[src/rtl/ahb_pkg.sv]
// AHB protocol codes and the slave-port FSM encoding, shared by AHB slave blocks.
package ahb_pkg;

  localparam logic [1:0] HTRANS_IDLE   = 2'b00;
  localparam logic [1:0] HTRANS_BUSY   = 2'b01;
  localparam logic [1:0] HTRANS_NONSEQ = 2'b10;
  localparam logic [1:0] HTRANS_SEQ    = 2'b11;

  localparam logic [1:0] HRESP_OKAY  = 2'b00;
  localparam logic [1:0] HRESP_ERROR = 2'b01;
  localparam logic [1:0] HRESP_RETRY = 2'b10;
  localparam logic [1:0] HRESP_SPLIT = 2'b11;

  localparam logic [2:0] HSIZE_BYTE = 3'b000;
  localparam logic [2:0] HSIZE_HALF = 3'b001;
  localparam logic [2:0] HSIZE_WORD = 3'b010;

  typedef enum logic [2:0] {
    SLV_IDLE = 3'd0,
    SLV_WAIT = 3'd1,
    SLV_DONE = 3'd2,
    SLV_ERR1 = 3'd3,
    SLV_ERR2 = 3'd4
  } slv_state_e;

endpackage

[src/rtl/ahb_slave_be_decode.sv]
// Maps HSIZE and the low address bits to little-endian byte enables; flags
// illegal sizes and misaligned accesses (byte enables are zero when illegal).
module ahb_slave_be_decode
  import ahb_pkg::*;
(
  input  logic [2:0] hsize,
  input  logic [1:0] addr_lo,
  output logic [3:0] be,
  output logic       illegal
);

  // Size/alignment decode
  always_comb begin
    be      = 4'b0000;
    illegal = 1'b0;
    case (hsize)
      HSIZE_BYTE: be = 4'b0001 << addr_lo;
      HSIZE_HALF: begin
        if (addr_lo[0]) begin
          illegal = 1'b1;
        end else begin
          be = addr_lo[1] ? 4'b1100 : 4'b0011;
        end
      end
      HSIZE_WORD: begin
        if (addr_lo != 2'b00) begin
          illegal = 1'b1;
        end else begin
          be = 4'b1111;
        end
      end
      default: illegal = 1'b1;
    endcase
  end

endmodule

[src/rtl/ahb_slave_port.sv]
// AHB slave port: each accepted transfer becomes one req/ack peripheral transaction.
// Optional WAIT-state timeout forcing an ERROR response: define AHB_SLAVE_TIMEOUT_EN.
module ahb_slave_port
  import ahb_pkg::*;
#(
  parameter int ADDR_W    = 12,
  parameter int MEM_BYTES = 4096
`ifdef AHB_SLAVE_TIMEOUT_EN
  ,
  parameter int TIMEOUT_CYC = 255
`endif
) (
  input  logic              HCLK,
  input  logic              HRESETn,
  input  logic              HSEL,
  input  logic [31:0]       HADDR,
  input  logic [1:0]        HTRANS,
  input  logic              HWRITE,
  input  logic [2:0]        HSIZE,
  input  logic [2:0]        HBURST,
  input  logic [31:0]       HWDATA,
  input  logic              HREADY,
  output logic              HREADYOUT,
  output logic [1:0]        HRESP,
  output logic [31:0]       HRDATA,
  output logic              per_req,
  output logic              per_write,
  output logic [ADDR_W-1:0] per_addr,
  output logic [3:0]        per_be,
  output logic [31:0]       per_wdata,
  input  logic              per_ack,
  input  logic [31:0]       per_rdata,
  input  logic              per_err
);

  slv_state_e state_r;
  slv_state_e state_s;
  logic       can_cap_s;
  logic       capture_s;
  logic       size_bad_s;
  logic       range_bad_s;
  logic       illegal_s;
  logic       timeout_s;
  logic [3:0] be_s;
  logic       unused_ok_s;

  // Captures only happen while this slave shows HREADYOUT=1 (IDLE, DONE, ERR2)
  assign can_cap_s   = (state_r == SLV_IDLE) || (state_r == SLV_DONE) || (state_r == SLV_ERR2);
  assign capture_s   = can_cap_s & HSEL & HREADY & HTRANS[1];
  assign range_bad_s = 32'(HADDR[ADDR_W-1:0]) >= 32'(MEM_BYTES);
  assign illegal_s   = size_bad_s | range_bad_s;
  assign per_wdata   = per_req ? HWDATA : 32'h0000_0000;
  assign unused_ok_s = ^{HTRANS[0], HBURST, HADDR[31:ADDR_W]};

  ahb_slave_be_decode u_be_decode (
    .hsize   (HSIZE),
    .addr_lo (HADDR[1:0]),
    .be      (be_s),
    .illegal (size_bad_s)
  );

`ifdef AHB_SLAVE_TIMEOUT_EN
  localparam int CNT_W = ($clog2(TIMEOUT_CYC + 1) > 8) ? $clog2(TIMEOUT_CYC + 1) : 8;
  logic [CNT_W-1:0] wait_cnt_r;

  assign timeout_s = (state_r == SLV_WAIT) && (wait_cnt_r == CNT_W'(TIMEOUT_CYC - 1));

  // WAIT-cycle counter, cleared on every entry to WAIT
  always_ff @(posedge HCLK or negedge HRESETn) begin
    if (!HRESETn) begin
      wait_cnt_r <= '0;
    end else if ((state_s == SLV_WAIT) && (state_r != SLV_WAIT)) begin
      wait_cnt_r <= '0;
    end else if (state_r == SLV_WAIT) begin
      wait_cnt_r <= wait_cnt_r + 1'b1;
    end else begin
      wait_cnt_r <= wait_cnt_r;
    end
  end
`else
  assign timeout_s = 1'b0;
`endif

  // Next-state logic; a same-cycle ack beats the timeout
  always_comb begin
    state_s = state_r;
    case (state_r)
      SLV_IDLE, SLV_DONE, SLV_ERR2: begin
        if (capture_s) begin
          state_s = illegal_s ? SLV_ERR1 : SLV_WAIT;
        end else begin
          state_s = SLV_IDLE;
        end
      end
      SLV_WAIT: begin
        if (per_ack) begin
          state_s = per_err ? SLV_ERR1 : SLV_DONE;
        end else if (timeout_s) begin
          state_s = SLV_ERR1;
        end else begin
          state_s = SLV_WAIT;
        end
      end
      SLV_ERR1: state_s = SLV_ERR2;
      default:  state_s = SLV_IDLE;
    endcase
  end

  // State and bus/peripheral handshake outputs, registered from the next state
  always_ff @(posedge HCLK or negedge HRESETn) begin
    if (!HRESETn) begin
      state_r   <= SLV_IDLE;
      HREADYOUT <= 1'b1;
      HRESP     <= HRESP_OKAY;
      per_req   <= 1'b0;
    end else begin
      state_r   <= state_s;
      HREADYOUT <= (state_s == SLV_IDLE) || (state_s == SLV_DONE) || (state_s == SLV_ERR2);
      HRESP     <= ((state_s == SLV_ERR1) || (state_s == SLV_ERR2)) ? HRESP_ERROR : HRESP_OKAY;
      per_req   <= (state_s == SLV_WAIT);
    end
  end

  // Address-phase capture and read-data latch
  always_ff @(posedge HCLK or negedge HRESETn) begin
    if (!HRESETn) begin
      per_write <= 1'b0;
      per_addr  <= '0;
      per_be    <= 4'b0000;
      HRDATA    <= 32'h0000_0000;
    end else begin
      if (capture_s) begin
        per_write <= HWRITE;
        per_addr  <= {HADDR[ADDR_W-1:2], 2'b00};
        per_be    <= be_s;
      end else begin
        per_write <= per_write;
        per_addr  <= per_addr;
        per_be    <= per_be;
      end
      if ((state_r == SLV_WAIT) && per_ack && !per_err && !per_write) begin
        HRDATA <= per_rdata;
      end else begin
        HRDATA <= HRDATA;
      end
    end
  end

endmodule

[config.mk]
export PLATFORM = sky130hd
export DESIGN_NAME = ahb_slave_port
export DESIGN_NICKNAME = d
export VERILOG_FILES = /design/src/rtl/ahb_pkg.sv /design/src/rtl/ahb_slave_be_decode.sv /design/src/rtl/ahb_slave_port.sv
export SDC_FILE = /design/constraint.sdc
export NUM_CORES = 1
export LEC_CHECK = 0
export CORE_UTILIZATION = 30
export CTS_CLUSTER_DIAMETER = 80
export DETAILED_ROUTE_END_ITERATION = 10
export PLACE_DENSITY = 0.85
export SYNTH_ARGS = -nofsm -noshare
export SYNTH_HDL_FRONTEND = slang
export SYNTH_HIERARCHICAL = 1
export SYNTH_SLANG_ARGS = --single-unit
[constraint.sdc]
create_clock -name HCLK -period 1.63 [get_ports HCLK]
set_clock_uncertainty 0.15 [all_clocks]
set_input_delay 0.163 -clock HCLK [delete_from_list [all_inputs] [get_ports HCLK]]
set_output_delay 0.163 -clock HCLK [all_outputs]
set_load 0.05 [all_outputs]
# == Word level (Yosys, flattened, before mapping) ==
# Index checks and enable logic that the tools add are counted.
# op_classes
n_eq_ne,10
shift,1
mux,14
n_bitwise,3
reduce_logical,15
# ops
op,count
32-bit 2-to-1 mux,1
"3-bit by 2-bit == test with 1-bit output, second input constant",5
4-bit 2-to-1 mux,3
4-bit one-hot mux with 3 select lines,1
"3-bit by 1-bit == test with 1-bit output, second input constant",3
3-bit logical NOT,3
3-bit one-hot mux with 3 select lines,1
"3-bit == test, second input constant",2
2-bit 2-to-1 mux,3
1-bit logical OR,5
1-bit 2-to-1 mux,4
"1-bit by 2-bit left shift with 4-bit output, first input constant",1
1-bit bitwise AND,3
1-bit logical AND,3
1-bit one-hot mux with 3 select lines,1
3-bit OR reduction,1
1-bit logical NOT,2
2-bit nonzero test,1
# totals
register_bits,53
word_cells,51

# == Logic depth before layout (Yosys ltp) ==
# Gate-level depths: netlist of the first run.
# logic_depth
depth_word,11
depth_mapped,4
depth_no_buf,4

# == Hierarchy ==
# The synthesis of the first run kept the hierarchy.
# modules_own_cells
mod,instances,cells_per_inst,area_per_inst_um2
ahb_slave_port,1,158,2371.0
ahb_slave_be_decode,1,13,102.6

# == Worst setup path before layout of the first run ==
# OpenSTA, ideal clock, no wires.
# synth_timing
path_type,reg2out
from,register per_req
to,output port per_wdata[10]
arrival_ps,1345
required_time_ps,1317
setup_slack_ps,-28
stages_incl_launch_ff,3
path_buffers,1
cell_sequence,dfrtp_1 -> clkbuf_1 -> and2_1
# synth_between
elab_chain_cells,1
# synth_lines
element,line_no,text
from (decl),ahb_slave_port.sv:26,"output logic per_req,"
from (signal assigned),ahb_slave_port.sv:120,per_req <= (state_s == SLV_WAIT);
32-bit 2-to-1 mux,ahb_slave_port.sv:52,assign per_wdata = per_req ? HWDATA : 32'h0000_0000;
to (decl),ahb_slave_port.sv:30,"output logic [31:0] per_wdata,"
# No other way between the ends.

# == Worst setup path in the final report of the first run ==
# layout_timing
from,register state_r[1]
to,register HRDATA[15]
# layout_between
elab_chain_cells,4
# layout_lines
element,line_no,text
from (decl),ahb_slave_port.sv:36,slv_state_e state_r;
from (signal assigned),ahb_slave_port.sv:117,state_r <= state_s;
3-bit by 1-bit == test with 1-bit output,ahb_slave_port.sv:141,if ((state_r == SLV_WAIT) && per_ack && !per_err && !per_write) begin
1-bit logical AND (3 in a row),ahb_slave_port.sv:141,
to (signal assigned),ahb_slave_port.sv:142,HRDATA <= per_rdata;
to (decl),ahb_slave_port.sv:25,"output logic [31:0] HRDATA,"
# No other way between the ends.
# A chain may end at the register's enable or synchronous reset.

==> results of run 1 <==
-- final cells by class --
cell class	instances	area share (%)
timing repair buffer	184	43.3
multi-input combinational	110	23.5
clock buffer	7	1.82
clock inverter	1	0.634
sequential	53	28.1
tap	102	2.70
-- sequential cells by signal (all words and copies together), names as in the netlist --
| signal | cells |
|---|---|
| HRDATA | 32 |
| per_write | 1 |
| HREADYOUT | 1 |
| per_addr | 10 |
| state_r | 3 |
| per_be | 4 |
| HRESP | 1 |
| per_req | 1 |
-- logic make-up (layout without fill, tap and decap cells) --
kind of cell | count (synthesis) | count (layout)
xor+xnor | 1 | 1
flops | 53 | 53
buf+inv | 10 | 192
compound gates | 12 | 12
mux | 47 | 47
other cells | 1 | 3
simple gates | 47 | 47
-- layout by cell type (no fill, tap or decap), types with 2 or more instances in the layout --
cell / instances
mux2_4: 30
and2_2: 30
or3b_1: 2
clkdlybuf4s50_1: 85
nor2b_1: 2
and2_1: 3
a32o_1: 2
clkbuf_8: 6
buf_12: 36
conb_1: 3
mux2_2: 17
buf_4: 60
dfrtp_1: 51
o32ai_1: 2
a21oi_1: 2
-- final timing paths --
kind	from	endpoint	slack, ns	depth (start not counted)
setup / recovery	state_r[1]$_DFF_PN0_	HRDATA[15]$_DFFE_PN0P_	0.06	4
hold / removal	HRESETn	HRDATA[17]$_DFFE_PN0P_	0.23	3
setup reg to reg	state_r[1]$_DFF_PN0_	HRDATA[15]$_DFFE_PN0P_	0.06	4
hold reg to reg	per_addr[3]$_DFFE_PN0N_	per_addr[3]$_DFFE_PN0N_	0.36	1
max in group asynchronous	HRESETn	HREADYOUT$_DFF_PN1_	0.78	3
min in group HCLK	HADDR[4]	per_addr[4]$_DFFE_PN0N_	0.32	2
-- timing repair --
item | in CTS | in global routing
setup buffers | 0 | 1
hold endpoints to repair | 53 | 0
endpoints found under the setup margin | 0 | 60
resized for setup | 0 | 1
hold buffers | 1 | 0
-- worst reg2reg max path: stages, from the launching register on --
cell	delay, ns
dfrtp_1	0.40
nor3b_2	0.25
nand3b_2	0.13
buf_12	0.20
mux2_4	0.35
-- cells in the mapped netlist (2+ instances only) --
cell type	count
or3b_1	2
dfrtp_1	52
a21oi_1	2
o32ai_1	2
buf_6	4
nor2b_1	2
buf_4	3
and2_1	33
mux2_2	17
clkbuf_1	3
a32o_1	2
mux2_4	30
-- report_power, final --
group / switching, mW / internal [mW] / total, mW
Sequential: 0.313 / 1.83 / 2.14
Clock: 0.414 / 0.501 / 0.915
Combinational: 2.77 / 1.89 / 4.67
-- layer usage --
metal	wire [um]	vias to the layer above	track usage [%]	share of wire (%)
li1	-	948	-	-
met1	2510	955	17.3	37
met2	3410	119	27.8	51
met3	653	12	4.60	9.7
met4	125	0	5.51	1.9
met5	0	-	0	0
-- stage by stage --
step	setup WS [ns]	instances	setup TNS, ns
after floorplan	0.0695	173	0
after global placement	-0.166	447	-5.93
after detailed placement	-0.161	447	-6.18
after CTS	0.0239	456	0
after global routing	-0.000862	457	-0.000862
final	0.0578	457	0
==> results_dict.tcl, run 1 <==
set metrics [dict create \
    status "finished clean" \
    final-max-slew-violation-count 0 \
    num_antenna_cells 0 \
    die_y_um 92.8 \
    synthCells 171 \
    globalRouteOverflowTotal 0 \
    synth-seq-cells 53 \
    wirelength_um 6710 \
    async_flop_share_pct 100 \
    grt_pass1_wl_um 10300 \
    fin_util_pct 60.3 \
    fin_crit_sh_pct 96.5 \
    cts.sinks 53 \
    required_ns 1.67 \
    critPathLaunchType "register" \
    placed_area_um2 4600 \
    rows 32 \
    path_class "register to register" \
    yosys.area.top_type "dfrtp_1" \
    fillCellCount 616 \
    cp_data_arrival_time_ns 1.61 \
    ys_warn_count 6 \
    cts_tree "yes" \
    synth_simple_gate_area_share_pct 13.0 \
    crit_path_cell_trace "nor3b_2, nand3b_2, buf_12, mux2_4" \
    hp-class "input pin to async pin" \
    area_growth_pct 91.4 \
    core_area_um2 7850 \
    layout_min_cycle_time_ns 1.57 \
    synth_fa_ha_area_share_pct 0 \
    clkLatencyLatePin_ns 0.29 \
    viasPerCell 4.45 \
    hold_violations 0 \
    slowest_stage "dfrtp_1" \
    start_util_pct 31.5 \
    die_w_um 92.8 \
    gp_congestion 0.731 \
    crit_family "flip-flops" \
    critPathCaptureType "register" \
    synth.distinct_cells 31 \
    power_density_nw_per_um2 1630 \
    cts_buffers 5 \
    synth-compound-area-share_pct 3.69 \
    drc 0 \
    firstDrtPassIters 4 \
    cts_root_buffer "clkbuf_8" \
    cp_slowest_stage_delay_ns 0.40 \
    path_buf_inv 1 \
    drive_above_1_share_pct 53.5 \
    synth_mux_area_share_pct 25.9 \
    vias 2034 \
    ios 196 \
    fin_nets 465 \
    portBuffers 168 \
    grt_pass1_vias 2095 \
    htreeDepth 2 \
    synth_top_area_share_pct 52.6 \
    final_area_um2 4730 \
    multi_input_area_um2 1110 \
    synthXorXnorAreaFrac_pct 0.354 \
    synthTopCellsByArea "dfrtp_1, mux2_4, and2_1" \
    dieArea_um2 8610 \
    finalPower_mw 7.73 \
    p_leak_nw 2.22 \
    clk_path_buf_depth 2 \
    final_antenna_net_count 0 \
    synth_top_family_by_area "multiplexers" \
    grt_max_degree 54 \
    clk_pin_slew_worst_paths_ns 0.10 \
    place_hpwl_um 5330 \
    syn_area_um2 2470 \
    final-seq-area_um2 1330 \
    vdd_ir_drop_max_uv 1200 \
    grt_setup_unrepaired "true" \
    track_usage_pct 15.5 \
    setup_viol 0 \
    whs_ns 0.232 \
    ys.flop_type "dfrtp_1" \
    avgRoutedWirePerCell_um 14.7 \
    drtIter0Drc 46 \
    synth_edf_count 0 \
    fmax_mhz 636 \
    path_max_fanout 32 \
    ys_seq_area_share_pct 53.7 \
    antenna_found_initial 0 \
    avgSynthCellArea_um2 14.5 \
    cap_violations 0 \
]
Note: power is estimated with default switching activity, not from simulation.
==> run 2, diff against run 1 <==
- MAX_ROUTING_LAYER: default -> met4
- PLACE_DENSITY: 0.85 -> 0.77
==> run 2 against run 1 <==
Compared with the run above: final cell count fell by 0.22%; sequential share of layout area rose by 0.097 points; power fell by 0.76%; largest power group unchanged; wire length rose by 0.97%; hold slack got worse by 0.033 ns; maximum frequency rose by 0.12%; largest cell class unchanged.
==> results_dict.tcl, run 2 (same netlist as run 1, synthesis figures left out) <==
set metrics [dict create \
    regMostFlops "HRDATA" \
    setup_viol 0 \
    gp_congestion 0.734 \
    track_usage_pct 15.9 \
    p_leak_nw 2.21 \
    path_max_fanout 32 \
    fillCellCount 638 \
    viasPerCell 4.37 \
    die_w_um 92.8 \
    globalRouteOverflowTotal 0 \
    drc 0 \
    dieArea_um2 8610 \
    layout_min_cycle_time_ns 1.57 \
    drive_above_1_share_pct 53.4 \
    cts_setup_buffers 0 \
    path_class "register to register" \
    grt_setup_unrepaired "false" \
    grt_pass1_vias 2079 \
    clk_path_buf_depth 2 \
    power_density_nw_per_um2 1630 \
    wirelength_um 6770 \
    required_ns 1.66 \
    pre_cts_ws_ns -0.165 \
    ios 196 \
    area_growth_pct 90.7 \
    largest_reg_flops 32 \
    final_antenna_net_count 0 \
    die_y_um 92.8 \
    rr_endpoint "HRDATA[6]$_DFFE_PN0P_" \
    portBuffers 168 \
    clk_pin_slew_worst_paths_ns 0.09 \
    fmax_mhz 637 \
    cp-endpoint "HRDATA[6]$_DFFE_PN0P_" \
    grt_pass1_wl_um 10500 \
    drtIter0Drc 45 \
    finalPower_mw 7.67 \
    hold_violations 0 \
    grt_max_degree 36 \
    mostFrequentLayoutCells "clkdlybuf4s50_1, buf_4, dfrtp_1, buf_12" \
    reg2reg_depth 4 \
    place_hpwl_um 5450 \
    rows 32 \
    clkLatencyLatePin_ns 0.29 \
    critPathCaptureType "register" \
    status "finished clean" \
    cts_root_buffer "clkbuf_8" \
    reg2reg_from "state_r[0]$_DFF_PN0_" \
    crit_path_start "state_r[0]$_DFF_PN0_" \
    fin_nets 464 \
    num_antenna_cells 0 \
    cap_violations 0 \
    cp_data_arrival_time_ns 1.60 \
    hp-class "input pin to async pin" \
    vias 1993 \
    fin_crit_sh_pct 96.3 \
    rrSetupSlack_ns 0.06 \
    antenna_found_initial 0 \
    final-max-slew-violation-count 0 \
    cts.sinks 53 \
    critPathLaunchType "register" \
    cts_tree "yes" \
    largest_registers "HRDATA x32, per_addr x10, per_be x4" \
    start_util_pct 31.5 \
    vdd_ir_drop_max_uv 1370 \
    cts_buffers 5 \
    final_common_cell "clkdlybuf4s50_1" \
    core_area_um2 7850 \
    setup_slack_ns 0.0598 \
    firstDrtPassIters 4 \
    htreeDepth 2 \
    avgRoutedWirePerCell_um 14.8 \
]
==> run 2: final cells by class <==
class / instances / area, um2 / share of cell area, %
sequential: 53 / 1330 / 28.2
multi-input combinational: 110 / 1110 / 23.6
tap: 102 / 128 / 2.71
timing repair buffer: 183 / 2040 / 43.3
clock inverter: 2 / 35.0 / 0.743
clock buffer: 6 / 72.6 / 1.54
==> run 2: worst min-delay path by stage <==
stage	end	cells past startpoint	slack, ns	start
after floorplan	HRDATA[0]$_DFFE_PN0P_	0	-0.28	HRESETn
after global placement	per_addr[10]$_DFFE_PN0N_	1	-0.01	HRESETn
after detailed placement	per_addr[7]$_DFFE_PN0N_	1	-0.01	HRESETn
after CTS	per_addr[7]$_DFFE_PN0N_	2	0.20	HRESETn
after global routing	per_addr[10]$_DFFE_PN0N_	2	0.25	HRESETn
final	per_addr[10]$_DFFE_PN0N_	2	0.20	HRESETn
==> run 2: power breakdown <==
part,switching (mW),internal [mW]
logic,2.78,1.89
clock network,0.405,0.456
registers,0.299,1.83
total,3.49,4.18
==> run 2: layer usage <==
layer	GRT usage [%]	wire length, um	vias to the layer above
li1	-	-	948
met1	19.2	2780	929
met2	27.1	3360	112
met3	3.53	579	4
met4	3.46	43	0
met5	-	0	-
==> run 2: worst max-delay path: stages, from the launching register on <==
cell and delay (ns):
dfrtp_1 0.41, nor3b_2 0.17, nand3b_2 0.10, buf_12 0.25, mux2_2 0.37
==> run 2: stage by stage <==
step	area, um2	cells	setup TNS, ns	hold slack, ns	utilization, %
after floorplan	2520	173	0	-0.283	-
after global placement	4600	447	-6.24	-0.0118	58.6
after detailed placement	4600	447	-6.10	-0.0104	58.6
after CTS	4710	456	0	0.203	60.1
after global routing	4720	456	0	0.249	60.1
final	4720	456	0	0.199	60.1
==> run 2: repair_timing <==
action,4_1_cts,5_1_grt
hold endpoints to repair,18,0
hold buffers,1,0
endpoints found under the setup margin,0,32
gates resized for setup,0,1
